==> src/rtl/mem_port_arbiter.sv <==
// mem_port_arbiter: shares one fixed-latency single-ported memory between
// requester 0 (instruction fetch) and requester 1 (load/store). The winner's
// command is latched on grant, the port is driven for LAT cycles, and a
// one-cycle done pulse returns the read data to the owner.
//
// Handshake: a requester raises req with a stable addr/we/wdata and holds it
// until its done pulse; it drops req in the cycle after done. The command is
// captured on the IDLE->ACCESS edge, so later changes to the requester's
// inputs (including dropping req) do not affect the running transaction.
// A request still high when IDLE samples it is treated as a new request.
module mem_port_arbiter #(
  parameter int ADDR_W = 8,
  parameter int DATA_W = 8,
  parameter int LAT    = 2,
  parameter int PRIO   = 0
) (
  input  logic              clk,
  input  logic              rst_n,
  input  logic              req0,
  input  logic              req1,
  input  logic [ADDR_W-1:0] addr0,
  input  logic [ADDR_W-1:0] addr1,
  input  logic              we0,
  input  logic              we1,
  input  logic [DATA_W-1:0] wdata0,
  input  logic [DATA_W-1:0] wdata1,
  output logic              gnt0,
  output logic              gnt1,
  output logic              done0,
  output logic              done1,
  output logic [DATA_W-1:0] rdata,
  output logic              mem_sel,
  output logic              mem_en,
  output logic              mem_we,
  output logic [ADDR_W-1:0] mem_addr,
  output logic [DATA_W-1:0] mem_wdata,
  input  logic [DATA_W-1:0] mem_rdata,
  output logic              busy,
  output logic [1:0]        fsm_state
);

  typedef enum logic [1:0] {
    ST_IDLE   = 2'd0,
    ST_ACCESS = 2'd1,
    ST_DONE   = 2'd2
  } state_t;

  localparam logic [3:0] LAT_M1 = 4'(LAT - 1);

  state_t            state_q;
  state_t            state_d;
  logic [3:0]        cnt_q;
  logic              last_gnt_q;
  logic              sel_q;
  logic              we_q;
  logic [ADDR_W-1:0] addr_q;
  logic [DATA_W-1:0] wdata_q;
  logic [DATA_W-1:0] rdata_q;
  logic              any_req;
  logic              winner;
  logic              start;
  logic              access_end;

  // Arbitration: single requester wins outright; a tie goes to requester 0
  // under fixed priority, otherwise to the one not served last.
  always_comb begin
    any_req = req0 | req1;
    winner  = 1'b0;
    if (req0 && req1) begin
      winner = (PRIO == 1) ? 1'b0 : ~last_gnt_q;
    end else if (req1) begin
      winner = 1'b1;
    end
  end

  // Next-state logic; the ACCESS phase ends when the down-counter hits zero.
  always_comb begin
    state_d    = state_q;
    start      = 1'b0;
    access_end = 1'b0;
    case (state_q)
      ST_IDLE: begin
        if (any_req) begin
          state_d = ST_ACCESS;
          start   = 1'b1;
        end
      end
      ST_ACCESS: begin
        if (cnt_q == 4'd0) begin
          state_d    = ST_DONE;
          access_end = 1'b1;
        end
      end
      ST_DONE: state_d = ST_IDLE;
      default: state_d = ST_IDLE;
    endcase
  end

  // State register.
  always_ff @(posedge clk or negedge rst_n) begin
    if (!rst_n) begin
      state_q <= ST_IDLE;
    end else begin
      state_q <= state_d;
    end
  end

  // Access-length down-counter, loaded with LAT-1 on grant.
  always_ff @(posedge clk or negedge rst_n) begin
    if (!rst_n) begin
      cnt_q <= 4'd0;
    end else if (start) begin
      cnt_q <= LAT_M1;
    end else if (state_q == ST_ACCESS && cnt_q != 4'd0) begin
      cnt_q <= cnt_q - 4'd1;
    end
  end

  // Latch the winner's command; mem_sel only moves on a new grant so the
  // steering mux stays quiet through DONE and IDLE.
  always_ff @(posedge clk or negedge rst_n) begin
    if (!rst_n) begin
      sel_q   <= 1'b0;
      we_q    <= 1'b0;
      addr_q  <= '0;
      wdata_q <= '0;
    end else if (start) begin
      sel_q   <= winner;
      we_q    <= winner ? we1 : we0;
      addr_q  <= winner ? addr1 : addr0;
      wdata_q <= winner ? wdata1 : wdata0;
    end
  end

  // Round-robin history and read-data capture at the end of ACCESS.
  always_ff @(posedge clk or negedge rst_n) begin
    if (!rst_n) begin
      last_gnt_q <= 1'b1;
      rdata_q    <= '0;
    end else if (access_end) begin
      last_gnt_q <= sel_q;
      if (!we_q) begin
        rdata_q <= mem_rdata;
      end
    end
  end

  // Output decode from the current phase and the latched owner.
  always_comb begin
    gnt0      = (state_q == ST_ACCESS) && !sel_q;
    gnt1      = (state_q == ST_ACCESS) && sel_q;
    done0     = (state_q == ST_DONE) && !sel_q;
    done1     = (state_q == ST_DONE) && sel_q;
    mem_en    = (state_q == ST_ACCESS);
    mem_we    = (state_q == ST_ACCESS) && we_q;
    busy      = (state_q != ST_IDLE);
    mem_sel   = sel_q;
    mem_addr  = addr_q;
    mem_wdata = wdata_q;
    rdata     = rdata_q;
    fsm_state = state_q;
  end

endmodule

==> config.mk <==
export PLATFORM = sky130hd
export DESIGN_NAME = mem_port_arbiter
export DESIGN_NICKNAME = d
export VERILOG_FILES = /design/src/rtl/mem_port_arbiter.sv
export SDC_FILE = /design/constraint.sdc
export NUM_CORES = 1
export LEC_CHECK = 0
export ABC_CLOCK_PERIOD_IN_PS = 5500
export BUFFER_PORTS_ARGS = -buffer_cell sky130_fd_sc_hd__buf_2
export CAP_MARGIN = 20
export CORE_MARGIN = 2
export CORE_UTILIZATION = 35
export DETAILED_ROUTE_END_ITERATION = 7
export PLACE_DENSITY = 0.61
export RECOVER_POWER = 100
export SLEW_MARGIN = 20
export SYNTH_ARGS = -nofsm -noshare
export SYNTH_HDL_FRONTEND = slang
export SYNTH_SLANG_ARGS = --single-unit
==> constraint.sdc <==
create_clock -name clk -period 5.5 [get_ports clk]
set_input_delay 0.275 -clock clk [delete_from_list [all_inputs] [get_ports clk]]
set_output_delay 0.275 -clock clk [all_outputs]
set_load 0.005 [all_outputs]
* After elaboration in Yosys (flattened, before gate mapping)
Index checks and enable logic that the tools add are counted.
** Cells by class
- Bitwise logic cells :: 3
- Div/mod/pow operators :: 0
- Order comparisons :: 0
- Multiplexer cells :: 14
- Shifts and indexed selects :: 0
- Add/sub/neg operators :: 1
- Multiply operators :: 0
- Equal/unequal tests :: 4
- Reduce and logical (&&, ||, !) cells :: 15
** Operators with widths (count)
- 8-bit 2-to-1 mux :: 2
- 4-bit 2-to-1 mux :: 2
- 1-bit logical AND :: 7
- 1-bit 2-to-1 mux :: 7
- 4-bit zero test :: 1
- 2-bit 2-to-1 mux :: 2
- 2-bit one-hot mux with 2 select lines :: 1
- 2-bit AND reduction :: 2
- 2-bit nonzero test :: 2
- 4-bit nonzero test :: 1
- 4-bit by 1-bit subtractor with 4-bit output, second input constant :: 1
- 2-bit by 1-bit equality test with 1-bit output, second input constant :: 1
- 2-bit equality test, second input constant :: 1
- 2-bit zero test :: 1
- 2-bit by 1-bit inequality test with 1-bit output, second input constant :: 1
- 2-bit inequality test, second input constant :: 1
- 1-bit NOT :: 2
- 1-bit zero test :: 1
- 1-bit bitwise OR :: 1
** Word-level totals
- Bits in writable memories :: 0
- ROM bits :: 0
- Input port bits :: 46
- Register bits :: 33
- Latch bits :: 0
- Memories :: 0

* Depth between registers and ports, before layout
Gate-level depths: netlist (run 1).
- Depth after elaboration :: 4
- Gate-level depth with buffers :: 6
- Depth with buffers taken out :: 5

* Least setup slack after synthesis (run 1)
OpenSTA, ideal clock, no wires.
- Path kind :: reg-to-reg
- From :: register cnt_q[0]
- To :: register rdata_q[0] (netlist: rdata[0])
- Data arrival time :: 1.753 ns
- Path buffers :: 1
- Stages on the path, launching flop included :: 7
- Period minus slack after synthesis :: 1.878 ns
- Setup slack :: 3.622 ns
- Path through :: dfrtp_1 inv_1 ha_1 or3b_4 or3_1 buf_6 mux2_4
** On the way
- Word-level cells in the longest chain between the ends :: 4
** Ends and longest elaborated chain
- start: declaration :: line 52 : logic [3:0] cnt_q;
- start signal: assignment :: line 115 : cnt_q <= cnt_q - 4'd1;
- 4-bit zero test :: line 89 : if (cnt_q == 4'd0) begin
- 1-bit 2-to-1 mux :: line 89
- 1-bit 2-to-1 mux :: line 81 : case (state_q)
- 2-bit AND reduction (no source line)
- end signal: assignment :: line 143 : rdata_q <= mem_rdata;
- end: declaration :: line 58 : logic [DATA_W-1:0] rdata_q;
No other way between the ends.
A chain may end at the register's enable or synchronous reset.

* Worst setup path after layout (run 1)
- From :: register state_q[0] (netlist: fsm_state[0])
- To :: register sel_q (netlist: mem_sel)
** On the way
- Word-level cells in the longest chain between the ends :: 2
** Ends and longest elaborated chain
- start: declaration :: line 50 : state_t state_q;
- start signal: assignment :: line 104 : state_q <= state_d;
- 2-bit zero test :: line 81
- 1-bit 2-to-1 mux :: line 81
- end signal: assignment :: line 128 : sel_q <= winner;
- end: declaration :: line 54 : logic sel_q;
No other way between the ends.

==> results of run 1 <==
-- power by group through the flow --
stage / Sequential (uW) / Combinational, uW / Clock [uW]
floorplan: 448 / 312 / 0
CTS: 447 / 521 / 243
global placement: 448 / 517 / 0
detailed placement: 449 / 521 / 0
global route: 465 / 532 / 253
finish: 445 / 464 / 235
-- routing by layer --
| metal | part of all wire [%] | track usage [%] |
|---|---|---|
| met5 | 0 | 0 |
| met2 | 49 | 27.9 |
| met3 | 5.9 | 2.85 |
| met1 | 44 | 18.8 |
| met4 | 1.3 | 6.71 |
-- kinds of logic (layout without fill, tap and decap cells) --
family | after synthesis | count (layout) | synth area share (%)
AO/OA/AOI/OAI | 43 | 43 | 16.4
adder cells (fa/ha/maj) | 2 | 2 | 1.59
buffers and inverters | 15 | 94 | 4.05
flip-flops | 33 | 33 | 52.5
multiplexers | 11 | 11 | 9.69
AND/OR/NAND/NOR | 53 | 53 | 15.8
-- worst paths after layout --
path / startpoint / endpoint / cells past startpoint
max: fsm_state[0]$_DFFE_PN0P_ / mem_sel$_DFFE_PN0P_ / 4
min: mem_rdata[0] / rdata[0]$_DFFE_PN0P_ / 2
max reg2reg: fsm_state[0]$_DFFE_PN0P_ / mem_sel$_DFFE_PN0P_ / 4
min reg2reg: rdata[2]$_DFFE_PN0P_ / rdata[2]$_DFFE_PN0P_ / 1
max in group asynchronous: rst_n / mem_addr[5]$_DFFE_PN0P_ / 1
min in group asynchronous: rst_n / cnt_q[3]$_DFFE_PN0P_ / 1
-- per-stage QoR --
| step | power, uW | instances |
|---|---|---|
| after CTS | 1210 | 288 |
| after floorplan | 760 | 157 |
| after detailed placement | 970 | 280 |
| after global placement | 965 | 280 |
| final | 1140 | 288 |
| after global routing | 1250 | 288 |
-- worst max-delay path, delay by kind of cell, from the launching register on --
family	cells	cell delay [ns]
simple gates	2	1.00
buf+inv	1	0.68
flops	1	0.44
mux	1	0.41
-- cell usage after synthesis, types with 2 or more instances --
library cell,instances
sky130_fd_sc_hd__nand2_1,35
sky130_fd_sc_hd__dfrtp_1,32
sky130_fd_sc_hd__a21oi_1,19
sky130_fd_sc_hd__a31oi_1,17
sky130_fd_sc_hd__clkbuf_1,9
sky130_fd_sc_hd__mux2_4,8
sky130_fd_sc_hd__inv_1,5
sky130_fd_sc_hd__and2_1,4
sky130_fd_sc_hd__nor2_1,3
sky130_fd_sc_hd__ha_1,2
sky130_fd_sc_hd__mux2_2,2
sky130_fd_sc_hd__nand2b_1,2
sky130_fd_sc_hd__o21ai_0,2
sky130_fd_sc_hd__or3_1,2
-- state kept, by name, indices dropped and copies added, names as in the netlist --
name and flops:
mem_addr 8, mem_wdata 8, rdata 8, cnt_q 4, fsm_state 2, last_gnt_q 1
mem_sel 1, we_q 1
-- cell usage in the layout, fill, tap and decap left out, types with 2 or more instances in the layout --
master,instances
sky130_fd_sc_hd__buf_2,68
sky130_fd_sc_hd__a21oi_1,19
sky130_fd_sc_hd__a31oi_1,17
sky130_fd_sc_hd__ha_1,2
sky130_fd_sc_hd__nand2_1,35
sky130_fd_sc_hd__clkbuf_8,6
sky130_fd_sc_hd__or3_1,2
sky130_fd_sc_hd__mux2_2,2
sky130_fd_sc_hd__mux2_1,8
sky130_fd_sc_hd__o21ai_0,2
sky130_fd_sc_hd__dfrtp_1,32
sky130_fd_sc_hd__nor2_1,3
sky130_fd_sc_hd__clkbuf_1,12
sky130_fd_sc_hd__nand2b_1,2
sky130_fd_sc_hd__inv_1,5
sky130_fd_sc_hd__and2_1,3
-- final cells by class --
type / instances / area, um2
clock buffer: 6 / 82.6
clock inverter: 2 / 37.5
fill: 456 / 2280
inverter: 5 / 18.8
multi-input combinational: 109 / 652
sequential: 33 / 827
tap: 52 / 65.1
timing repair buffer: 81 / 393
==> results by group, run 1 <==
Setup path
  – Largest incremental delay on the critical path: 0.87 ns
  – Setup slack of the worst register-to-register path: 2.86 ns
  – Worst Path Max Fanout: 21
  – CP startpoint kind: flop
  – Class of the most critical setup path: reg -> reg
  – Endpoint type of the worst setup path: flop
  – Critical path required time: 5.67 ns
  – Arrival time at the worst endpoint: 2.81 ns
  – Standard cell with the maximum stage delay on the critical path: sky130_fd_sc_hd__and2_0
  – Cell-by-cell listing of the critical path: nor2_1 -> clkbuf_1 -> and2_0 -> mux2_2

Yosys
  – Register bit total from synthesis: 33
  – Count of flip-flops with a built-in enable after synthesis: 0
  – Cell types with the largest area share after synthesis: sky130_fd_sc_hd__dfrtp_1, sky130_fd_sc_hd__nand2_1, sky130_fd_sc_hd__mux2_4, sky130_fd_sc_hd__a31oi_1, sky130_fd_sc_hd__a21oi_1
  – Yosys top cell area share: between 50% and 60%
  – Flip-flop cell with the highest count after synthesis: sky130_fd_sc_hd__dfrtp_1
  – Gate count of the mapped netlist: 157
  – Post-Synthesis Mean Instance Area: 10.0 um2
  – Largest area contributor in the synthesized netlist: sky130_fd_sc_hd__dfrtp_1
  – Mapped Nets: 205
  – Proportion of synthesized flip-flops having asynchronous set or reset: between 90% and 100%
  – Synth warnings: 0
  – Sequential share of the synthesized area: a little over half
  – Mapped Area: 1580 um2
  – Distinct cells, synth: 29

Clock tree
  – Clock transition at the registers of the reported paths: 0.07 ns
  – Clock network latency to the later pin of the worst-skew pair: around 0.28 ns
  – Total CTS buffers: 5
  – CTS tree: done
  – Post-CTS setup repair buffer count: 0
  – CTS H-tree depth: 2
  – PostCTS Resize Cnt: 0
  – Number of buffers between clock root and the deepest sink: 2
  – Root Driver: sky130_fd_sc_hd__clkbuf_8
  – Clock Sinks: 33
  – Number of hold-repair buffers added at the cts stage: 0

Placed design
  – Dpl cell area: 2010 um2
  – Worst setup timing slack at the placement stage: about 3.4 ns
  – Routability congestion estimate: 0.810
  – Number of buffers inserted by port buffering: 79
  – DPL Wire Length: 2650 um

Timing
  – Number of max-slew violations in the final report: 34
  – Setup TNS: 0 ns
  – Slew headroom: -17.5%
  – Smallest hold slack: 0.205 ns
  – Share of the clock period used by the worst path after layout: roughly 48%
  – F_max: 0.378 GHz
  – Setup repair after global routing missed its margin: no
  – Endpoints failing hold: 0
  – Final worst slack: 2.86 ns
  – Worst Max-Slew Pin Slew: about 1.8 ns
  – Final count of negative-setup-slack endpoints: 0
  – Layout Skew: 0.00642 ns
  – Minimum clock period: about 2.6 ns

Global route
  – Number of global-route vias before repair: 1393
  – Antenna violations before repair: 0
  – First-pass GRT wire length: 6290 um
  – Global Route Usage Sum: between 10% and 20%
  – Pin count of the biggest net entering global routing: 34
  – Total global routing overflow: 0

Detailed routing
  – Number of iterations in the first detailed-routing pass: 4
  – Remaining design rule violation count: 0
  – Antenna violation net count after detailed routing: 0
  – 1st-iter DRT viols: 43
  – Vias per inst: 4.65
  – Wirelength per Cell: 12.6 um
  – Drt total wl: 3640 um
  – Vias: approximately 1300

Power
  – Portion of total power attributed to sequential cells: 38.9%
  – Clock Power Share: 20.5%
  – P_leak: roughly 0.001 uW
  – Combinational cell fraction of total power: about two fifths
  – Peak supply drop: 0.209 mV
  – Switch share: 35.8%
  – Int Pwr: 735 uW
  – Net switching component of the power: ~410 uW
  – Pwr/cell area: 551 nW/um2

Floorplan
  – Die Y: 71.1 um
  – Site row count: 24
  – Core area: 4350 um2
  – Die area: approximately 5100 um2
  – Horizontal die dimension: 71.1 um
  – Initial Utilization: 36.2%
  – Io pins: 80

Layout
  – Diode insertion count for antenna repair: 0
  – Area growth from synthesis to layout: 31.8%
  – Share of final-layout standard cells stronger than drive strength 1: 35.6%
  – Finished Core Util: between 40% and 50%
  – Final non-filler cell area: 2080 um2
  – Final layout net count: around 280

Worst hold path
  – Class of the most critical hold timing path: in -> reg

Job
  – Number of max-cap violations: 1

Status
  – Run status: complete, but fails checks
  – Violations in the final reports: max-capacitance violations, max-slew violations
No activity file was read; power rests on OpenSTA's default activity.
==> run 2: changes to the inputs <==
- ABC_CLOCK_PERIOD_IN_PS: 5500 -> 2200
- PLACE_DENSITY: 0.61 -> 0.64
- clock period: 5.5 -> 2.2 ns (I/O delays scaled with it)
==> run 2 against run 1 <==
  * The run now ends clean
  * Critical path depth grew 1
  * Hold slack worse by 0.16 ns
  * Clock skew hardly changed
  * Maximum frequency rose by 36%
  * Highest routed layer unchanged
  * Via count is 6.3% higher
  * Final cell count increased by 0.69%
  * Wire length shrank 2.2%
  * First-iteration DRC count increased by 21%
  * Sequential share of layout area is 0.24 points lower
  * Clock power up 110%
  * Combinational power grew to 2.6 times the previous value
==> results by group, run 2 (same netlist as run 1, synthesis figures left out) <==
Floorplan
  – Horizontal die dimension: 71.1 um
  – Site row count: 24
  – Die area: 5050 um2
  – Initial Utilization: around 36%
  – Die Y: 71.1 um
  – Core area: 4350 um2
  – Io pins: 80

Timing
  – Layout Skew: 0.00641 ns
  – Number of max-slew violations in the final report: 0
  – Minimum clock period: ~1.9 ns
  – Setup TNS: 0 ns
  – Slew headroom: 30.8%
  – Final count of negative-setup-slack endpoints: 0
  – Setup repair after global routing missed its margin: no
  – Final worst slack: between 0.2 and 0.3 ns
  – Worst Max-Slew Pin Slew: ~1.0 ns
  – F_max: 0.515 GHz
  – Share of the clock period used by the worst path after layout: 88.2%
  – Endpoints failing hold: 0

Detailed routing
  – Drt total wl: 3560 um
  – Antenna violation net count after detailed routing: 0
  – Vias: 1423
  – 1st-iter DRT viols: 52
  – Vias per inst: between 4 and 5
  – Remaining design rule violation count: 0
  – Number of iterations in the first detailed-routing pass: 4
  – Wirelength per Cell: 12.3 um

Clock tree
  – CTS H-tree depth: 2
  – Total CTS buffers: 5
  – Clock transition at the registers of the reported paths: around 0.070 ns
  – Root Driver: sky130_fd_sc_hd__clkbuf_8
  – Number of buffers between clock root and the deepest sink: 2
  – Clock network latency to the later pin of the worst-skew pair: 0.27 ns
  – CTS tree: done
  – Clock Sinks: 33

Global route
  – Global Route Usage Sum: 15.5%
  – Pin count of the biggest net entering global routing: 34
  – Number of global-route vias before repair: 1394
  – Antenna violations before repair: 0
  – Total global routing overflow: 0
  – First-pass GRT wire length: 6220 um

Worst hold path
  – Class of the most critical hold timing path: in -> reg

Layout
  – Diode insertion count for antenna repair: 0
  – Share of final-layout standard cells stronger than drive strength 1: 38.2%
  – Final Non-Filler Cells: 290
  – Top library cells by usage in the layout, fill and taps aside: sky130_fd_sc_hd__buf_2, sky130_fd_sc_hd__nand2_1, sky130_fd_sc_hd__dfrtp_1
  – Finished Core Util: 48.0%
  – Final layout net count: between 200 and 300
  – Area growth from synthesis to layout: 32.6%
  – Commonest non-fill, non-tap cell in the layout: sky130_fd_sc_hd__buf_2

Setup path
  – CP startpoint kind: flop
  – Setup slack of the worst register-to-register path: about 0.26 ns
  – Arrival time at the worst endpoint: 2.09 ns
  – Cell-by-cell listing of the critical path: inv_1 -> ha_1 -> or3b_1 -> or3_4 -> mux2_1
  – Largest incremental delay on the critical path: roughly 0.42 ns
  – Standard cell with the maximum stage delay on the critical path: sky130_fd_sc_hd__or3_4
  – Buffers and inverters on the worst path: 1
  – Worst path top cell family by delay: simple AND/OR/NAND/NOR gates
  – Class of the most critical setup path: reg -> reg
  – Endpoint type of the worst setup path: flop
  – Worst Path Max Fanout: 8
  – Critical path required time: ~2.4 ns

Status
  – Run status: finished, final reports clean

Placed design
  – Number of cells after detailed placement: 281
  – Routability congestion estimate: 0.817
  – DPL Wire Length: 2510 um
  – Worst setup timing slack at the placement stage: 0.110 ns
  – Number of buffers inserted by port buffering: between 70 and 80

Power
  – Peak supply drop: a little under 0.5 mV
  – Pwr/cell area: around 1300 nW/um2
  – P_leak: 0.00103 uW

Job
  – Number of max-cap violations: 0
==> run 2: through the flow <==
stage | hold slack (ns) | instance area [um2] | total power (uW)
after floorplan | -0.186 | 1580 | 1900
after global placement | 0.213 | 2010 | 2410
after detailed placement | 0.211 | 2010 | 2420
after CTS | 0.0537 | 2120 | 2930
after global routing | 0.0416 | 2090 | 3040
final | 0.0471 | 2090 | 2780
==> run 2: routing by layer <==
layer	vias to the layer above	routed length, um	share of wire [%]	track usage [%]
li1	710	-	-	-
met1	655	1580	44	19.3
met2	56	1700	48	25.8
met3	2	261	7.3	5.70
met4	0	17	0.48	3.77
met5	-	0	0	0
==> run 2: final cells by class <==
class,instances,area [um2]
clock buffers,7,96.3
clock inverters,1,5.00
fillers,442,2270
inverters,5,18.8
multi-input cells,109,661
flip-flops and latches,33,827
well taps,52,65.1
repair buffers,83,415
==> run 2: worst paths after layout <==
| path | from | to | cells past startpoint |
|---|---|---|---|
| max in group asynchronous | rst_n | rdata[5]$_DFFE_PN0P_ | 2 |
| max | cnt_q[0]$_DFFE_PN0P_ | rdata[5]$_DFFE_PN0P_ | 5 |
| min in group asynchronous | rst_n | mem_addr[2]$_DFFE_PN0P_ | 2 |
| min reg2reg | cnt_q[0]$_DFFE_PN0P_ | cnt_q[0]$_DFFE_PN0P_ | 1 |
| min | mem_rdata[1] | rdata[1]$_DFFE_PN0P_ | 2 |
| max reg2reg | cnt_q[0]$_DFFE_PN0P_ | rdata[5]$_DFFE_PN0P_ | 5 |
==> run 2: power by group <==
part	internal (uW)	switching (uW)
registers	920	184
logic	572	618
clock network	283	205
total	1770	1010
==> run 2: timing repair <==
action / CTS / global route
endpoints found under the hold margin: 32 / 0
buffers inserted: 0 / 0
hold buffers: 1 / 0
resized for setup: 0 / 1
endpoints found under the setup margin: 0 / 1
==> run 2: worst register-to-register path, stage by stage, from the launching register on <==
cell and delay (ns):
sky130_fd_sc_hd__dfrtp_1 0.40, sky130_fd_sc_hd__inv_1 0.09, sky130_fd_sc_hd__ha_1 0.18, sky130_fd_sc_hd__or3b_1 0.41
sky130_fd_sc_hd__or3_4 0.42, sky130_fd_sc_hd__mux2_1 0.34
==> run 3: changes to the inputs <==
- RECOVER_POWER: 100 -> 50
- SLEW_MARGIN: 20 -> not set
==> run 3 against run 2 <==
  * Total power up 3.2%
  * Clock power about the same
  * Non-clock buffer count unchanged
  * Sequential share of layout area down 0.63 points
  * Critical endpoint is now rdata[0]$_DFFE_PN0P_
==> results by group, run 3 (same netlist as run 1, synthesis figures left out) <==
Status
  – Run status: finished, final reports clean

Detailed routing
  – Uppermost layer routed: met4
  – Vias: about 1400
  – Drt total wl: ~3600 um
  – Detail Route met3 WL: around 270 um
  – Number of iterations in the first detailed-routing pass: 4
  – Wirelength per Cell: 12.3 um
  – Antenna violation net count after detailed routing: 0
  – 1st-iter DRT viols: 60
  – Met2 Routed Length: 1710 um
  – Met1 Routed Length: 1570 um
  – Remaining design rule violation count: 0
  – Vias per inst: 4.90

Placed design
  – Number of cells after detailed placement: 281
  – Number of buffers inserted by port buffering: between 70 and 80
  – DPL Wire Length: 2510 um
  – Routability congestion estimate: 0.817

Clock tree
  – Total CTS buffers: 5
  – Clock transition at the registers of the reported paths: 0.07 ns
  – Clock network latency to the later pin of the worst-skew pair: 0.27 ns
  – Post-CTS setup repair buffer count: 0
  – CTS H-tree depth: 2
  – Clock Sinks: 33
  – Root Driver: sky130_fd_sc_hd__clkbuf_8
  – CTS tree: done
  – Number of buffers between clock root and the deepest sink: 2

Floorplan
  – Initial Utilization: 36.2%
  – Die area: 5050 um2
  – Io pins: 80
  – Horizontal die dimension: 71.1 um
  – Site row count: 24
  – Die Y: around 71 um
  – Core area: 4350 um2

Setup path
  – Worst Path Max Fanout: 8
  – Critical path required time: 2.36 ns
  – Endpoint type of the worst setup path: flop
  – Class of the most critical setup path: reg -> reg
  – CP startpoint kind: flop
  – Arrival time at the worst endpoint: 2.09 ns

Global route
  – Pin count of the biggest net entering global routing: 34
  – Number of global-route vias before repair: approximately 1400
  – Global Route Usage Sum: 15.5%
  – Total global routing overflow: 0
  – Antenna violations before repair: 0
  – First-pass GRT wire length: 6220 um

Timing
  – Endpoints failing hold: 0
  – Final count of negative-setup-slack endpoints: 0
  – Share of the clock period used by the worst path after layout: 87.9%
  – Minimum clock period: 1.93 ns
  – Setup TNS: 0 ns
  – Number of max-slew violations in the final report: 0
  – Worst Max-Slew Pin Slew: approximately 0.81 ns
  – F_max: 0.517 GHz
  – Setup repair after global routing missed its margin: no
  – Layout Skew: around 0.0066 ns
  – Slew headroom: between 40% and 50%

Layout
  – Fill cell count: 436
  – Top library cells by usage in the layout, fill and taps aside: sky130_fd_sc_hd__buf_2, sky130_fd_sc_hd__nand2_1, sky130_fd_sc_hd__dfrtp_1
  – Diode insertion count for antenna repair: 0
  – Final layout net count: 285
  – Share of final-layout standard cells stronger than drive strength 1: ~42%
  – Final Non-Filler Cells: 290
  – Storage element area: 827 um2
  – Area growth from synthesis to layout: 34.7%
  – Combined area of the multi-input logic cells: about 700 um2
  – Commonest non-fill, non-tap cell in the layout: sky130_fd_sc_hd__buf_2

Job
  – Number of max-cap violations: 0

Power
  – Peak supply drop: 0.485 mV
  – P_leak: roughly 0.0011 uW
  – Pwr/cell area: 1350 nW/um2

Worst hold path
  – Class of the most critical hold timing path: in -> reg
## run 3: path summary, 6_finish.rpt
kind	from	to	slack [ns]	cells past startpoint
min reg2reg	cnt_q[0]$_DFFE_PN0P_	cnt_q[0]$_DFFE_PN0P_	0.50	1
max	cnt_q[0]$_DFFE_PN0P_	rdata[0]$_DFFE_PN0P_	0.27	5
max reg2reg	cnt_q[0]$_DFFE_PN0P_	rdata[0]$_DFFE_PN0P_	0.27	5
min	mem_rdata[3]	rdata[3]$_DFFE_PN0P_	0.06	2
max in group asynchronous	rst_n	rdata[5]$_DFFE_PN0P_	1.22	2
min in group asynchronous	rst_n	mem_addr[2]$_DFFE_PN0P_	0.46	2
## run 3: area by class of cell
| cell class | count | share of cell area [%] |
|---|---|---|
| multi-input combinational | 109 | 32.5 |
| tap | 52 | 3.07 |
| inverter | 5 | 0.884 |
| timing repair buffer | 83 | 19.8 |
| clock inverter | 1 | 0.236 |
| clock buffer | 7 | 4.54 |
| sequential | 33 | 39.0 |
## run 3: per-layer routing
layer,up-vias,track usage [%]
li1,712,-
met1,652,19.3
met2,54,25.8
met3,2,5.70
met5,-,0
met4,0,3.77
## run 3: critical path, stage by stage, from the launching register on
cell and delay [ns]:
sky130_fd_sc_hd__dfrtp_1 0.40, sky130_fd_sc_hd__inv_1 0.09, sky130_fd_sc_hd__ha_1 0.18, sky130_fd_sc_hd__or3b_4 0.40, sky130_fd_sc_hd__or3_4 0.43, sky130_fd_sc_hd__mux2_4 0.32
## run 3: stage by stage
step           power [uW]  utilization, %  setup slack (ns)  instance area, um2  hold WS (ns)
2_1_floorplan        1900               -             0.322                1580        -0.186
3_3_place_gp         2410            46.2             0.162                2010         0.213
3_5_place_dp         2420            46.2             0.110                2010         0.211
4_1_cts              2930            48.8             0.106                2120        0.0537
5_1_grt              3130            48.7             0.176                2120        0.0582
6_report             2870            48.7             0.266                2120        0.0645
## run 3: report_power, final
part / internal, uW / total [uW] / switching [uW] / leakage, uW
combinational: 655 / 1270 / 619 / 0.000641
sequential: 920 / 1110 / 188 / 0.000381
clock: 283 / 487 / 204 / 0.0000542
total: 1860 / 2870 / 1010 / 0.00108
## run 3: what timing repair did
action	CTS	global route
hold endpoints to repair	32	0
gates resized for setup	0	1
hold buffers	1	0
setup endpoints to repair	0	1
